## src/rtl/uart_rx_framed.sv

```systemverilog
// rtl/uart_rx_framed.sv - UART receiver with start-glitch rejection, break handling and optional parity.
// Optional parity check is compiled in when UART_RX_PARITY_EN is defined.
module uart_rx_framed #(
    parameter int CLKS_PER_BIT = 217,
    parameter int DATA_BITS    = 8,
    parameter int PARITY_ODD   = 0
) (
    input  logic                 i_Clk,
    input  logic                 i_Rst,
    input  logic                 i_RX_Serial,
    output logic                 o_RX_DV,
    output logic [DATA_BITS-1:0] o_RX_Byte,
    output logic                 o_Frame_Err,
    output logic                 o_Parity_Err,
    output logic                 o_Busy
);

    localparam int CNT_W = $clog2(CLKS_PER_BIT);
    localparam int BIT_W = $clog2(DATA_BITS + 1);
    localparam logic [CNT_W-1:0] HALF     = CNT_W'((CLKS_PER_BIT - 1) / 2);
    localparam logic [CNT_W-1:0] LAST     = CNT_W'(CLKS_PER_BIT - 1);
    localparam logic [BIT_W-1:0] LAST_BIT = BIT_W'(DATA_BITS - 1);

    typedef enum logic [2:0] {
        IDLE    = 3'd0,
        START   = 3'd1,
        DATA    = 3'd2,
`ifdef UART_RX_PARITY_EN
        PARITY  = 3'd3,
`endif
        STOP    = 3'd4,
        CLEANUP = 3'd5
    } state_t;

    state_t               state;
    logic                 rx_meta;
    logic                 rx;
    logic [CNT_W-1:0]     clk_cnt;
    logic [BIT_W-1:0]     bit_cnt;
    logic [DATA_BITS-1:0] shift;
    logic                 break_hold;
    logic                 par_bad;

    always_ff @(posedge i_Clk or posedge i_Rst) begin
        if (i_Rst) begin
            rx_meta <= 1'b1;
            rx      <= 1'b1;
        end else begin
            rx_meta <= i_RX_Serial;
            rx      <= rx_meta;
        end
    end

`ifdef UART_RX_PARITY_EN
    localparam logic ODD = (PARITY_ODD != 0);
    logic parity_bit;
    logic parity_err;

    assign par_bad      = ((^shift) ^ parity_bit) != ODD;
    assign o_Parity_Err = parity_err;
`else
    assign par_bad      = 1'b0;
    assign o_Parity_Err = 1'b0;
`endif

    assign o_Busy = (state != IDLE);

    always_ff @(posedge i_Clk or posedge i_Rst) begin
        if (i_Rst) begin
            state       <= IDLE;
            clk_cnt     <= '0;
            bit_cnt     <= '0;
            shift       <= '0;
            break_hold  <= 1'b0;
            o_RX_DV     <= 1'b0;
            o_RX_Byte   <= '0;
            o_Frame_Err <= 1'b0;
`ifdef UART_RX_PARITY_EN
            parity_bit  <= 1'b0;
            parity_err  <= 1'b0;
`endif
        end else begin
            o_RX_DV     <= 1'b0;
            o_Frame_Err <= 1'b0;
`ifdef UART_RX_PARITY_EN
            parity_err  <= 1'b0;
`endif
            case (state)
                IDLE: begin
                    clk_cnt <= '0;
                    bit_cnt <= '0;
                    if (!rx) state <= START;
                end
                // A low that has vanished by mid-bit is treated as noise.
                START: begin
                    if (clk_cnt == HALF) begin
                        clk_cnt <= '0;
                        state   <= rx ? IDLE : DATA;
                    end else begin
                        clk_cnt <= clk_cnt + 1'b1;
                    end
                end
                DATA: begin
                    if (clk_cnt == LAST) begin
                        clk_cnt <= '0;
                        shift   <= {rx, shift[DATA_BITS-1:1]};
                        bit_cnt <= bit_cnt + 1'b1;
                        if (bit_cnt == LAST_BIT) begin
`ifdef UART_RX_PARITY_EN
                            state <= PARITY;
`else
                            state <= STOP;
`endif
                        end
                    end else begin
                        clk_cnt <= clk_cnt + 1'b1;
                    end
                end
`ifdef UART_RX_PARITY_EN
                PARITY: begin
                    if (clk_cnt == LAST) begin
                        clk_cnt    <= '0;
                        parity_bit <= rx;
                        state      <= STOP;
                    end else begin
                        clk_cnt <= clk_cnt + 1'b1;
                    end
                end
`endif
                STOP: begin
                    if (clk_cnt == LAST) begin
                        clk_cnt    <= '0;
                        state      <= CLEANUP;
                        break_hold <= !rx;
                        if (!rx) begin
                            o_Frame_Err <= 1'b1;
                        end else if (par_bad) begin
`ifdef UART_RX_PARITY_EN
                            parity_err <= 1'b1;
`endif
                        end else begin
                            o_RX_DV   <= 1'b1;
                            o_RX_Byte <= shift;
                        end
                    end else begin
                        clk_cnt <= clk_cnt + 1'b1;
                    end
                end
                // After a bad stop bit, wait out a break so it is not read as a new start.
                CLEANUP: begin
                    if (!break_hold || rx) state <= IDLE;
                end
                default: state <= IDLE;
            endcase
        end
    end

endmodule

```

## config.mk

```make
export PLATFORM = sky130hd
export DESIGN_NAME = uart_rx_framed
export DESIGN_NICKNAME = d
export VERILOG_FILES = /design/src/rtl/uart_rx_framed.sv
export SDC_FILE = /design/constraint.sdc
export NUM_CORES = 1
export LEC_CHECK = 0
export ABC_AREA = 1
export CAP_MARGIN = 20
export CORE_MARGIN = 1
export CORE_UTILIZATION = 30
export CTS_CLUSTER_DIAMETER = 200
export DETAILED_ROUTE_END_ITERATION = 10
export PLACE_DENSITY = 0.44
export SYNTH_ARGS = -nofsm -noshare
export SYNTH_HDL_FRONTEND = slang
export SYNTH_SLANG_ARGS = --single-unit
```

## constraint.sdc

```tcl
create_clock -name i_Clk -period 3.4 [get_ports i_Clk]
set_clock_uncertainty 0.2 [all_clocks]
set_input_delay 0.68 -clock i_Clk [delete_from_list [all_inputs] [get_ports i_Clk]]
set_output_delay 0.68 -clock i_Clk [all_outputs]
set_load 0.02 [all_outputs]
```

# Word level (Yosys, flattened, before mapping)
# Cells that the tools add are included.
# op_classes
n_addsub	2
n_mul	0
div	0
order_cmp	0
n_eq_ne	13
shift	0
muxes	19
bitwise_logic	0
n_reduce_logical	13
# op_table
op	n
$pmux W8 S3	1
$mux W3	6
$mux W8	2
$pmux W3 S5	1
$ne A2 B2 Y1 const B	6
$add A8 B1 Y8 const B	1
$eq A8 B7 Y1 const B	1
$eq A8 B8 Y1 const B	1
$pmux W4 S2	1
$eq A3 B3 Y1 const B	2
$mux W1	6
$reduce_and A2 Y1	3
$reduce_and A6 Y1	1
$reduce_bool A3 Y1	2
$add A4 B1 Y4 const B	1
$eq A4 B3 Y1 const B	1
$mux W4	1
$eq A3 B1 Y1 const B	1
$eq A3 B2 Y1 const B	1
$logic_not A3 Y1	1
$reduce_and A3 Y1	1
$logic_not A1 Y1	2
$mux W2	1
$reduce_bool A2 Y1	1
other kinds (2)	2
# totals
register_bits	36
latchBits	0
ram_bits	0
rom_bits	0
inputBits	3
output_inout_bits	12
word_cells	57
n_memories	0

# Longest topological paths before layout
# Gate-level depths: netlist of run 1.
# depth
word_depth	4
depth_mapped	10

# Worst setup path after synthesis of run 1
# Ideal clock, no wire load.
# synth_path
kind	register to output
start	reg state[1]
end	out o_Busy
arrival_ps	755
t_required_ps	2520
setup_slack_ps	1765
stages_incl_launch_ff	3
n_path_buf	0
cell_sequence	dfrtp_1 -> nor2_2 -> nand2_1
# synth_via
elab_chain_cells	1
# synth_rtl
element	line_no	source
from (decl)	35	state_t state;
from (signal assigned)	98	state <= rx ? IDLE : DATA;
$reduce_bool A3 Y1	66	assign o_Busy = (state != IDLE);
to (decl)	15	output logic o_Busy
# No other way between the ends.

# Final worst setup path of run 1
# layout_path
start	reg state[2]
end	out o_Busy
# The elaborated chain is that of the path after synthesis.

==> results of run 1 <==
==> final cells by class <==
class,instances,share of cell area
multi-input cells,134,0.355
clock buffers,5,0.0318
flip-flops and latches,36,0.417
inverters,28,0.0485
clock inverters,3,0.0416
repair buffers,14,0.0635
well taps,75,0.0433
==> power breakdown <==
| group | leakage [nW] | switching, mW | internal [mW] | total [mW] |
|---|---|---|---|---|
| clock | 0.0784 | 0.159 | 0.367 | 0.526 |
| combinational | 0.483 | 0.00991 | 0.00306 | 0.0130 |
| sequential | 0.481 | 0.00157 | 0.430 | 0.432 |
==> cells in the mapped netlist, types with 2 or more instances <==
cell and count:
xor2_1 3, o21ai_1 7, inv_1 25, nand2_1 57, dfrtp_1 34, inv_2 3
nor2_2 2, nor2_4 2, o21ai_0 3, ha_1 3, nand3_1 14, nand2_4 2
o21bai_1 3, buf_6 4, dfstp_2 2, nand2_2 3, o21ai_2 15, nor2_1 8
==> layer usage <==
metal,global-route usage,vias to the layer above,part of all wire
li1,-,665,-
met2,0.168,16,0.42
met4,0.0536,0,0.015
met5,0,-,0
met1,0.155,577,0.53
met3,0.0341,5,0.034
==> logic make-up after synthesis <==
| group | Yosys count |
|---|---|
| AND/OR/NAND/NOR | 95 |
| other | 1 |
| AO/OA/AOI/OAI | 31 |
| adder cells (fa/ha/maj) | 3 |
| flip-flops | 36 |
| XOR/XNOR | 4 |
| buffers and inverters | 33 |
==> worst max-delay path: stages, from the launching register on <==
cell and delay (ns):
dfrtp_1 0.45, inv_2 0.09, nand2_1 0.18, clkdlybuf4s50_1 0.64
==> registers in the layout, indices dropped and copies added, names as in the netlist <==
name	count
o_Frame_Err	1
o_RX_Byte	8
o_RX_DV	1
shift	8
break_hold	1
bit_cnt	4
clk_cnt	8
state	3
rx	1
rx_meta	1
==> stage by stage <==
stage / util / worst slack [ns] / cell area [sq um] / hold slack (ns) / cells
detailed placement: 0.341 / 1.20 / 2010 / 0.147 / 287
floorplan: - / 1.72 / 1830 / 0.145 / 203
CTS: 0.368 / 0.861 / 2170 / 0.158 / 295
global route: 0.368 / 0.768 / 2170 / 0.161 / 295
global placement: 0.341 / 1.21 / 2010 / 0.145 / 287
finish: 0.368 / 0.876 / 2170 / 0.157 / 295
==> path summary, 6_finish.rpt <==
check	to	slack, ns	depth (start not counted)	startpoint
max in group asynchronous	rx_meta	2.04	3	i_Rst
worst min-delay path	rx	0.16	0	rx_meta
worst max-delay path	o_Busy	0.88	3	state[2]
min in group asynchronous	o_RX_Byte[6]	0.59	3	i_Rst
worst max register to register	bit_cnt[3]	1.31	9	clk_cnt[0]
worst min register to register	rx	0.16	0	rx_meta
==> impl_metrics.toml, run 1 <==
[logic_synthesis]
ys_types = 31
synthesis.area_sq_um = 1830
synthCells = 203
syn_avg_cell_area_sq_um = 9.01
synthSimpleGateAreaFrac = 0.255
synthXorXnorAreaFrac = 0.0192
synth_compound_area_frac = 0.123
synth_seq_cells = 36
async_flop_share = 1.00
yosys_warnings = 0
netlist.area_leader.share = 0.465
synth-adder-area-share = 0.0205
synth_mux_area_frac = 0
ys.flop_type = "dfrtp_1"
synth_edf_count = 0
yosys.area.top_type = "dfrtp_1"
synth_top_family_by_area = "simple AND/OR/NAND/NOR gates"
synth_nets = 209
synthTopCellsByArea = "dfrtp_1 47%, nand2_1 12%, o21ai_2 7.2%, inv_1 5.1%, nand3_1 3.8%"
seq_area_frac_synth = 0.494

[drt]
detail-route-antenna-nets = 0
vias = 1263
route.detailed.drc = 0
detail_route.wl_per_cell_um = 10.6
firstDrtPassIters = 4
first_iter_violations = 54
drt-vias-per-instance = 4.28
wirelength_um = 3130

[outcome]
outcome = "finished, final reports clean"

[cts]
cts_made_buffers = 5
clkTransAtPathRegs_ns = 0.07
root_buffer = "clkbuf_8"
ctsHoldBuffers = 0
cts.sinks = 36
cts_max_level = 2
post_cts_buffers = 0
tritoncts = "done"
clockBufferDepth = 2
post_cts_resized = 0
insertion_delay_ns = 0.29

[pwr]
powerDensity_nw_per_um2 = 448
p_leak_nw = 1.04
vdd_ir_drop_max_mv = 0.304
power.total_uw = 970

[floorplan]
coreArea_sq_um = 5890
initial_core_util = 0.311
boundaryPins = 15
die_h_um = 80.1
rows = 28
die_w_um = 80.1
fp.dieArea_sq_um = 6410

[worst_setup_path]
crit_required_ns = 2.52
cp-start-kind = "register"
critPathCaptureType = "output pin"
arrival_ns = 1.64
worst-path-max-fanout = 6
critPathKind = "reg -> out"

[finish]
mostFrequentLayoutCells = "57 x nand2_1, 34 x dfrtp_1, 25 x inv_1"
multi_input_area_sq_um = 768
mostFrequentLayoutCell = "nand2_1"
finalNetCount = 225
fillers = 598
areaGrowthSynthToFinish_pct = 18.5
area.sequential_sq_um = 903
drive_gt1_frac = 0.195
diodes = 0

[sta]
drv_slew = 0
max_freq_ghz = 0.396
setup_viol = 0
fin_crit_ns = 2.52
setup_tns_ns = 0
period_share = 0.742
relSlewSlack = 0.667
tightestPinTransition_ns = 0.498
hold_viol = 0
rsz0062_at_grt = "no"

[global_route]
grt_max_degree = 37
grt_pass1_wl_um = 5520
grt_usage = 0.115
grt_pass1_vias = 1198
antenna_found_initial = 0
overflow = 0

[place]
io_buffers = 13
hpwl_um = 2150
routabilityCongestion = 0.818

[run]
drv_cap = 0

[hold_path]
worstHoldPathType = "reg -> reg"
Note: power is estimated with default switching activity, not from simulation.
==> inputs of run 2 (changes only) <==
- clock period: 3.4 -> 2.5 ns (I/O delays scaled with it)
==> run 2 against run 1 <==
- via count is essentially flat
- largest cell class unchanged
- global-route usage grew 0.70 points
- count of clock-buffer cells in the layout grew 1
- clock power shrank 4.4%
- first-iteration DRC count shrank 13%
- sequential power grew 36%
- sequential share of layout area grew 0.71 points
- routed wire length grew 6.4%
- final area shrank 1.7%
==> impl_metrics.toml, run 2 (same netlist as run 1, synthesis figures left out) <==
[drt]
met3_length_um = 133
firstDrtPassIters = 5
wirelength_um = 3340
first_iter_violations = 47
wl_met1_um = 1760
routed.top_layer = "met4"
detail-route-antenna-nets = 0
met2_length_um = 1410
route.detailed.drc = 0
detail_route.wl_per_cell_um = 11.2
drt-vias-per-instance = 4.25
vias = 1262

[pwr]
p_leak_nw = 1.03
powerDensity_nw_per_um2 = 520
vdd_ir_drop_max_mv = 0.268
power.total_mw = 1.11

[worst_setup_path]
critPathKind = "reg -> out"
cp-start-kind = "register"
arrival_ns = 1.67
critPathCaptureType = "output pin"
crit_required_ns = 1.80
worst-path-max-fanout = 6
rrSetupSlack_ns = 0.47

[cts]
clkTransAtPathRegs_ns = 0.07
clockBufferDepth = 2
root_buffer = "clkbuf_8"
post_cts_resized = 0
tritoncts = "done"
cts_made_buffers = 5
cts_max_level = 2
ctsHoldBuffers = 0
insertion_delay_ns = 0.28
post_cts_buffers = 0
cts.sinks = 36

[global_route]
grt_pass1_vias = 1197
grt_max_degree = 37
grt_pass1_wl_um = 5900
overflow = 0
grt_usage = 0.122
antenna_found_initial = 0

[place]
hpwl_um = 2260
io_buffers = 13
routabilityCongestion = 0.757

[floorplan]
fp.dieArea_sq_um = 6410
coreArea_sq_um = 5890
die_w_um = 80.1
die_h_um = 80.1
rows = 28
initial_core_util = 0.311
boundaryPins = 15

[sta]
rsz0062_at_grt = "no"
setup_tns_ns = 0
drv_slew = 0
setup_viol = 0
fin_crit_ns = 2.37
hold_viol = 0
period_share = 0.946
max_freq_ghz = 0.423

[run]
drv_cap = 0

[outcome]
outcome = "finished, final reports clean"

[finish]
diodes = 0
reg.largest.list = "clk_cnt x8, o_RX_Byte x8, shift x8"
mostFrequentLayoutCells = "57 x nand2_1, 34 x dfrtp_1, 25 x inv_1"
areaGrowthSynthToFinish_pct = 16.5
mostFrequentLayoutCell = "nand2_1"
drive_gt1_frac = 0.198
finalNetCount = 227

[hold_path]
worstHoldPathType = "reg -> reg"
run 2: changes by cell type in the layout (fill, tap and decap cells not counted), sizes merged:
cell | previous run | this run
buf | 1 | 3
bufinv | 3 | 1
clkbuf | 5 | 6
clkinv | 0 | 1
run 2: worst paths after layout:
check                                start            to  depth (start not counted)
worst min register to register     rx_meta            rx                          0
worst min-delay path               rx_meta            rx                          0
worst max-delay path              state[1]        o_Busy                          3
max in group asynchronous            i_Rst       rx_meta                          3
min in group asynchronous            i_Rst  o_RX_Byte[6]                          3
worst max register to register  clk_cnt[0]    bit_cnt[3]                          9
run 2: stage by stage:
stage	area [sq um]	std cells	setup slack (ns)	utilization	hold WS, ns
floorplan	1830	203	0.893	-	0.145
global placement	2020	289	0.475	0.344	0.146
detailed placement	2020	289	0.443	0.344	0.148
CTS	2130	297	0.116	0.362	0.158
global route	2130	297	0.0385	0.362	0.164
finish	2130	297	0.134	0.362	0.156
run 2: area by class of cell:
class,instances,area (sq um)
Inverter,28,105
Multi-Input combinational cell,134,768
Tap cell,75,93.8
Clock buffer,6,72.6
Clock inverter,2,35.0
Sequential cell,36,903
Timing Repair Buffer,16,153
Fill cell,628,3750
run 2: report_power, final:
part	internal [mW]	switching (mW)	leakage, nW
clock network	0.296	0.207	0.0552
registers	0.585	0.00210	0.481
logic	0.00417	0.0140	0.491
total	0.885	0.223	1.03
run 2: metal layers:
metal	vias up	track usage
met5	-	0
met2	18	0.171
met1	568	0.175
met4	0	0.0429
met3	2	0.0375
li1	674	-
run 2: critical path, cell delays in order (launching register included):
cell	delay, ns
dfrtp_1	0.44
nor2_2	0.18
nand2_1	0.18
clkdlybuf4s50_1	0.58
